--- src/rtl/word_load_sequencer.sv ---
// word_load_sequencer
//   Assembles bits/byte_bits bytes from a byte stream (little-endian, first
//   byte in the low slice) into one word. When the word is complete it issues
//   a one-cycle load strobe for the downstream word register. It then holds a
//   ready flag until the consumer acknowledges. A partial word is dropped if
//   the gap between bytes reaches timeout_cycles.
//
// Ports
//   Clk          in   system clock, rising edge
//   Reset        in   asynchronous, active-low reset
//   Byte_Valid   in   Byte_In valid this cycle
//   Byte_In      in   incoming byte
//   Word_Ack     in   consumer has taken the stored word
//   Word_Out     out  assembled word (word register Input)
//   Word_Enable  out  one-cycle load strobe (word register Enable)
//   Word_Ready   out  stored word awaiting Word_Ack
//   Overrun      out  one-cycle pulse: byte dropped, no room
//   Timeout      out  one-cycle pulse: partial word discarded
module word_load_sequencer #(
  parameter int bits           = 16,
  parameter int byte_bits      = 8,
  parameter int timeout_cycles = 1000
) (
  input  logic                 Clk,
  input  logic                 Reset,
  input  logic                 Byte_Valid,
  input  logic [byte_bits-1:0] Byte_In,
  input  logic                 Word_Ack,
  output logic [bits-1:0]      Word_Out,
  output logic                 Word_Enable,
  output logic                 Word_Ready,
  output logic                 Overrun,
  output logic                 Timeout
);

  localparam int N  = bits / byte_bits;
  localparam int CW = $clog2(N + 1);
  localparam int TW = $clog2(timeout_cycles + 1);

  localparam logic [1:0] S_IDLE     = 2'd0;
  localparam logic [1:0] S_COLLECT  = 2'd1;
  localparam logic [1:0] S_LOAD     = 2'd2;
  localparam logic [1:0] S_WAIT_ACK = 2'd3;

  logic [1:0]                      state_q, state_d;
  logic [CW-1:0]                   cnt_q, cnt_d;
  logic [TW-1:0]                   tcnt_q, tcnt_d;
  logic [N-1:0][byte_bits-1:0]     word_q, word_d;
  logic                            en_q, en_d;
  logic                            rdy_q, rdy_d;
  logic                            ovr_q, ovr_d;
  logic                            to_q, to_d;

  always_comb begin
    state_d = state_q;
    cnt_d   = cnt_q;
    tcnt_d  = tcnt_q;
    word_d  = word_q;
    en_d    = 1'b0;
    rdy_d   = rdy_q;
    ovr_d   = 1'b0;
    to_d    = 1'b0;

    case (state_q)
      S_IDLE: begin
        if (Byte_Valid) begin
          word_d[0] = Byte_In;
          cnt_d     = CW'(1);
          tcnt_d    = '0;
          state_d   = (N == 1) ? S_LOAD : S_COLLECT;
          en_d      = (N == 1);
        end
      end

      S_COLLECT: begin
        if (Byte_Valid) begin
          for (int k = 0; k < N; k++)
            if (cnt_q == CW'(k)) word_d[k] = Byte_In;
          cnt_d  = cnt_q + CW'(1);
          tcnt_d = '0;
          if (cnt_q == CW'(N - 1)) begin
            cnt_d   = '0;
            state_d = S_LOAD;
            en_d    = 1'b1;
          end
        end else if (tcnt_q == TW'(timeout_cycles - 1)) begin
          // Gap limit hit: drop the partial word, Word_Out keeps stale bytes.
          to_d    = 1'b1;
          cnt_d   = '0;
          tcnt_d  = '0;
          state_d = S_IDLE;
        end else begin
          tcnt_d = tcnt_q + TW'(1);
        end
      end

      S_LOAD: begin
        state_d = S_WAIT_ACK;
        rdy_d   = 1'b1;
        ovr_d   = Byte_Valid;
      end

      default: begin // S_WAIT_ACK
        if (Word_Ack) begin
          rdy_d   = 1'b0;
          state_d = S_IDLE;
          // A byte arriving with the ack starts the next word immediately.
          if (Byte_Valid) begin
            word_d[0] = Byte_In;
            cnt_d     = CW'(1);
            tcnt_d    = '0;
            state_d   = (N == 1) ? S_LOAD : S_COLLECT;
            en_d      = (N == 1);
          end
        end else begin
          ovr_d = Byte_Valid;
        end
      end
    endcase
  end

  always_ff @(posedge Clk or negedge Reset) begin
    if (!Reset) begin
      state_q <= S_IDLE;
      cnt_q   <= '0;
      tcnt_q  <= '0;
      word_q  <= '0;
      en_q    <= 1'b0;
      rdy_q   <= 1'b0;
      ovr_q   <= 1'b0;
      to_q    <= 1'b0;
    end else begin
      state_q <= state_d;
      cnt_q   <= cnt_d;
      tcnt_q  <= tcnt_d;
      word_q  <= word_d;
      en_q    <= en_d;
      rdy_q   <= rdy_d;
      ovr_q   <= ovr_d;
      to_q    <= to_d;
    end
  end

  assign Word_Out    = word_q;
  assign Word_Enable = en_q;
  assign Word_Ready  = rdy_q;
  assign Overrun     = ovr_q;
  assign Timeout     = to_q;

endmodule

--- config.mk ---
export PLATFORM = sky130hd
export DESIGN_NAME = word_load_sequencer
export DESIGN_NICKNAME = d
export VERILOG_FILES = /design/src/rtl/word_load_sequencer.sv
export SDC_FILE = /design/constraint.sdc
export NUM_CORES = 1
export LEC_CHECK = 0
export CORE_MARGIN = 10
export CORE_UTILIZATION = 45
export CTS_BUF_LIST = sky130_fd_sc_hd__clkbuf_4 sky130_fd_sc_hd__clkbuf_8
export CTS_CLUSTER_SIZE = 40
export DETAILED_ROUTE_END_ITERATION = 10
export GPL_TIMING_DRIVEN = 0
export PLACE_DENSITY = 0.85
export SYNTH_ARGS = -nofsm -noshare
export SYNTH_HDL_FRONTEND = slang
export SYNTH_SLANG_ARGS = --single-unit
--- constraint.sdc ---
create_clock -name Clk -period 1.7 [get_ports Clk]
set_clock_uncertainty 0.2 [all_clocks]
set_input_delay 0.34 -clock Clk [delete_from_list [all_inputs] [get_ports Clk]]
set_output_delay 0.34 -clock Clk [all_outputs]
set_load 0.02 [all_outputs]
== Word-level counts from Yosys, hierarchy flattened ==
Cells that the tools add are included.
Word-level totals
  register bits: 34
  output and inout port bits: 20
  logic and storage cells: 66
Cells by class
  add/subtract/negate cells: 2
  equal/unequal tests: 9
  mux-type cells: 32
  bitwise logic cells: 2
  reduce and logical (&&, ||, !) cells: 12
Operators with widths (count)
  2-to-1 mux 10 bit: 4
  2-to-1 mux 8 bit: 4
  case mux 10 bit (3 select lines): 1
  case mux 8 bit (3 select lines): 1
  2-to-1 mux 2 bit: 9
  case mux 2 bit (3 select lines): 2
  adder 10 x 1 -> 10 bit, second input constant: 1
  == test 10 bit, second input constant: 1
  2-to-1 mux 1 bit: 9
  AND reduction 4 bit: 2
  != test 2 bit, second input constant: 3
  != test 3 bit, second input constant: 2
  AND reduction 3 bit: 2
  == test 2 x 1 -> 1 bit, second input constant: 2
  logical NOT 2 bit: 2
  case mux 1 bit (2 select lines): 2
  AND reduction 2 bit: 2
  nonzero test 4 bit: 1
  nonzero test 3 bit: 1
  adder 2 x 1 -> 2 bit, second input constant: 1
  == test 2 bit, second input constant: 1
  NOT 1 bit: 2
  nonzero test 2 bit: 1
  OR reduction 2 bit: 1

== Depth between registers and ports, before layout ==
  word-level depth: 4
  depth in mapped cells: 5
  depth with buffers taken out: 5

== Worst setup path after synthesis ==
OpenSTA, ideal clock, no wires.
  kind: register -> register
  start: reg tcnt_q[0]
  end: reg cnt_q[0]
  setup time: 0.082 ns
  data arrival time: 1.406 ns
  data required time: 1.418 ns
  setup slack: 0.012 ns
  stages on the path, launching flop included: 6
  path buffers: 0
  clock period less this slack: 1.688 ns
  cell sequence: dfrtp_1 -> ha_1 -> and4_1 -> nand4_1 -> or2b_1 -> a31oi_1
On the way
  word-level cells in the longest chain between the ends: 3
Ends and longest elaborated chain
  start, declared: RTL line 47  | logic [TW-1:0] tcnt_q, tcnt_d;
  start signal, assigned: RTL line 135  | tcnt_q <= tcnt_d;
  == test 10 bit: RTL line 86  | end else if (tcnt_q == TW'(timeout_cycles - 1)) begin
  != test 3 bit (no line)
  AND reduction 3 bit (no line)
  end signal, assigned: RTL line 134  | cnt_q <= cnt_d;
  end, declared: RTL line 46  | logic [CW-1:0] cnt_q, cnt_d;
No other way between the ends.
A chain may end at the register's enable or synchronous reset.

== Worst setup path after layout ==
  start: reg state_q[1]
  end: reg tcnt_q[7]
On the way
  word-level cells in the longest chain between the ends: 3
  elaborated cells on any way between the ends: 7
  those cells by class: 2 x eq/ne; 1 x mux; 1 x bitwise; 3 x reduce/logical
Ends and longest elaborated chain
  start, declared: RTL line 45  | logic [1:0] state_q, state_d;
  start signal, assigned: RTL line 133  | state_q <= state_d;
  == test 2 x 1 -> 1 bit (tied with other cells): RTL line 64  | case (state_q)
  nonzero test 3 bit (no line) / NOT 1 bit (equally long branches)
  AND reduction 2 bit (no line)
Parallel ways exist; a longest one is shown, timed or not.

==> results.ini <==
[yosys]
synth_top_cell_by_area = dfrtp_1
syn_inst = 127
ys_warn_count = 0
syn-num-nets = 140
ys_types = 32
synth_top_cells_by_area = dfrtp_1 55%, mux2_2 12%, xnor2_1 4.0%
ys_ff_latch = 34
synth.top_cell.area_share_pct = 55.2
synth-main-ff-cell = dfrtp_1
syn_area_um2 = 1540
async_reset_ff_share_pct = 100
synth_area_per_cell_um2 = 12.1
synth_edf_count = 0
synth_seq_area_share_pct = 55.2

[clock_network]
path_clk_slew_ns = 0.11
clk_path_buf_depth = 2
cts.sinks = 34
cts-root-buf = clkbuf_4
cts_tree = done
cts_made_buffers = 5
cts_htree_levels = 2
insertion_delay_ns = 0.34

[critical_path]
reg2regPathDepth = 6
timing.rr.start = state_q[1]
slowest_stage = dfrtp_1
worstPathRequired_ns = 1.73
crit_type = reg2reg
crit_path_end = tcnt_q[7]
start_kind = flip-flop
r2r_slack_ns = -0.03
crit_start = state_q[1]
critPathMaxStageDelay_ns = 0.36
r2r-end = tcnt_q[7]
endpoint_kind = flip-flop
cp.arrival_ns = 1.76
worstPathMaxFanout = 8
path_cells = buf_6, and2b_4, buf_12, and2b_2, a21oi_4, nor2_1

[route]
first_pass_iters = 5
viasPerCell = 5.38
route.detailed.drc = 0
vias = 1205
post_drt_wl_per_cell_um = 16.4
ant_nets = 0
routed_wl_um = 3680
first_iter_violations = 76

[placed_design]
pre_cts_slack_ns = -0.475
dpl.hpwl_um = 2500
place_congestion = 0.807
port_buffers = 31

[global_route]
grt_pass1_vias = 1258
globalRoute.totalOverflow = 0
antenna_found_initial = 0
track_usage_pct = 12.1
grt_max_degree = 35
grt_pass1_wl_um = 5920

[power]
power_density_nw_per_um2 = 1660
leakage_nw = 0.945
ir_drop_mv = 1.15

[min_path]
whs_path_depth = 2
hp-class = reg2reg

[layout]
multi_input_area_um2 = 728
nNetsFinal = 190
drive_above_1_share_pct = 30.9
post-route-util_pct = 65.2
area_growth_pct = 39.9
diodes = 0
seq_area_um2 = 855
nFillCells = 264

[sta]
fin_ws_ns = -0.0294
max_clock_freq_ghz = 0.578
holdWs_ns = 0.315
setup_viol = 9
post-route-period-util_pct = 102
worstMarginPinSlew_ns = 0.730
hold_viol = 0
max-slew-margin-rel_pct = 51.3
drv_slew = 0
rsz0062_at_grt = yes
finalCriticalPeriod_ns = 1.73

[status]
outcome = complete, but fails checks
violations = negative setup slack

[floorplan]
die-width_um = 78.5
core_area_um2 = 3310
dieArea_um2 = 6170
initial_core_util_pct = 46.6
fp.dieH_um = 78.5
io_pins = 32
row_count = 21

[run]
drv_cap = 0

## synthesized netlist by cell type, types with 2 or more instances
cell type	instances
nor2_1	7
a31oi_1	2
nor3b_1	3
mux2_2	16
xnor2_1	7
nand2_1	12
and3_1	2
buf_2	3
dfrtp_1	34
a21oi_1	4
inv_1	2
nand3_1	4
nand3_2	2
nand4_1	2
o21ai_0	7
a211oi_1	3
nand3b_1	2
## placed cells by master, fill, tap and decap left out, types with 2 or more instances in the layout
cell type	synthesis	routed
clkbuf_4	0	5
a31oi_1	2	2
xnor2_1	7	7
nand3_1	4	4
nand2_1	12	12
a21oi_1	4	4
nand3b_1	2	2
mux2_4	0	2
clkdlybuf4s50_1	0	9
dfrtp_2	0	3
o21ai_0	7	5
buf_6	0	2
and3_1	2	2
dfrtp_1	34	31
nand3_4	0	2
clkinvlp_4	0	2
nor3b_1	3	2
nor2_1	7	7
inv_1	2	2
nand4_1	2	2
buf_4	0	10
mux2_2	16	14
o21ai_1	0	2
a211oi_1	3	3
dlygate4sd2_1	0	21
buf_12	0	2
## power breakdown
group          leakage (nW)  internal (mW)  switching (mW)  total [mW]
sequential            0.423           1.09           0.172        1.26
clock                0.0374          0.308           0.290       0.599
combinational         0.484          0.825           0.890        1.71
## area by class of cell
type | count | share of cell area (%)
clock inverter | 3 | 2.09
clock buffer | 5 | 1.74
sequential | 34 | 39.6
inverter | 2 | 0.348
tap | 46 | 2.67
buffer | 2 | 0.870
timing repair buffer | 44 | 18.9
multi-input combinational | 88 | 33.8
## state kept, by name (all words and copies together), names as in the netlist
register	flops
Word_Out	16
cnt_q	2
Word_Ready	1
Word_Enable	1
state_q	2
Overrun	1
Timeout	1
tcnt_q	10
## stage by stage
stage | area (um^2) | power [mW] | std cells | setup TNS (ns)
2_1_floorplan | 1540 | 2.14 | 127 | 0
3_3_place_gp | 1910 | 2.75 | 204 | -27.08
3_5_place_dp | 1900 | 2.82 | 204 | -10.47
4_1_cts | 2080 | 3.47 | 217 | -0.495
5_1_grt | 2160 | 3.79 | 224 | -0.862
6_report | 2160 | 3.58 | 224 | -0.0845
## how the worst min path moves through the flow
stage / from / to
2_1_floorplan: Reset / Overrun
3_3_place_gp: Word_Ready / Word_Ready
3_5_place_dp: Reset / tcnt_q[3]
4_1_cts: Word_Ready / Word_Ready
5_1_grt: Word_Out[12] / Word_Out[12]
6_report: Word_Ready / Word_Ready
## repair_timing
action,4_1_cts,5_1_grt
pin swaps,13,1
resized for setup,37,3
setup endpoints to repair,48,29
hold buffers,1,0
cloned,0,1
endpoints found under the hold margin,34,0
buffers inserted,6,6
## routing by layer
metal | vias to the layer above | part of all wire [%] | global-route usage, %
li1 | 558 | - | -
met1 | 594 | 41 | 12.5
met2 | 48 | 50 | 19.9
met3 | 5 | 8.1 | 6.15
met4 | 0 | 1.2 | 5.73
met5 | - | 0 | 0
## worst max-delay path, delay by kind of cell, from the launching register on
family | cells | cell delay, ns
AO/OA/AOI/OAI | 1 | 0.29
buffers and inverters | 2 | 0.24
flip-flops | 1 | 0.36
AND/OR/NAND/NOR | 3 | 0.52
## cell families (layout without fill, tap and decap cells)
group | count (synthesis) | count (layout) | synth area share [%]
buf+inv | 6 | 56 | 1.79
xor+xnor | 7 | 7 | 3.98
fa+ha+maj | 1 | 1 | 0.812
flops | 34 | 34 | 55.2
compound gates | 22 | 22 | 11.3
mux | 16 | 16 | 11.7
simple gates | 41 | 42 | 15.3
(Power assumes the default switching activity.)
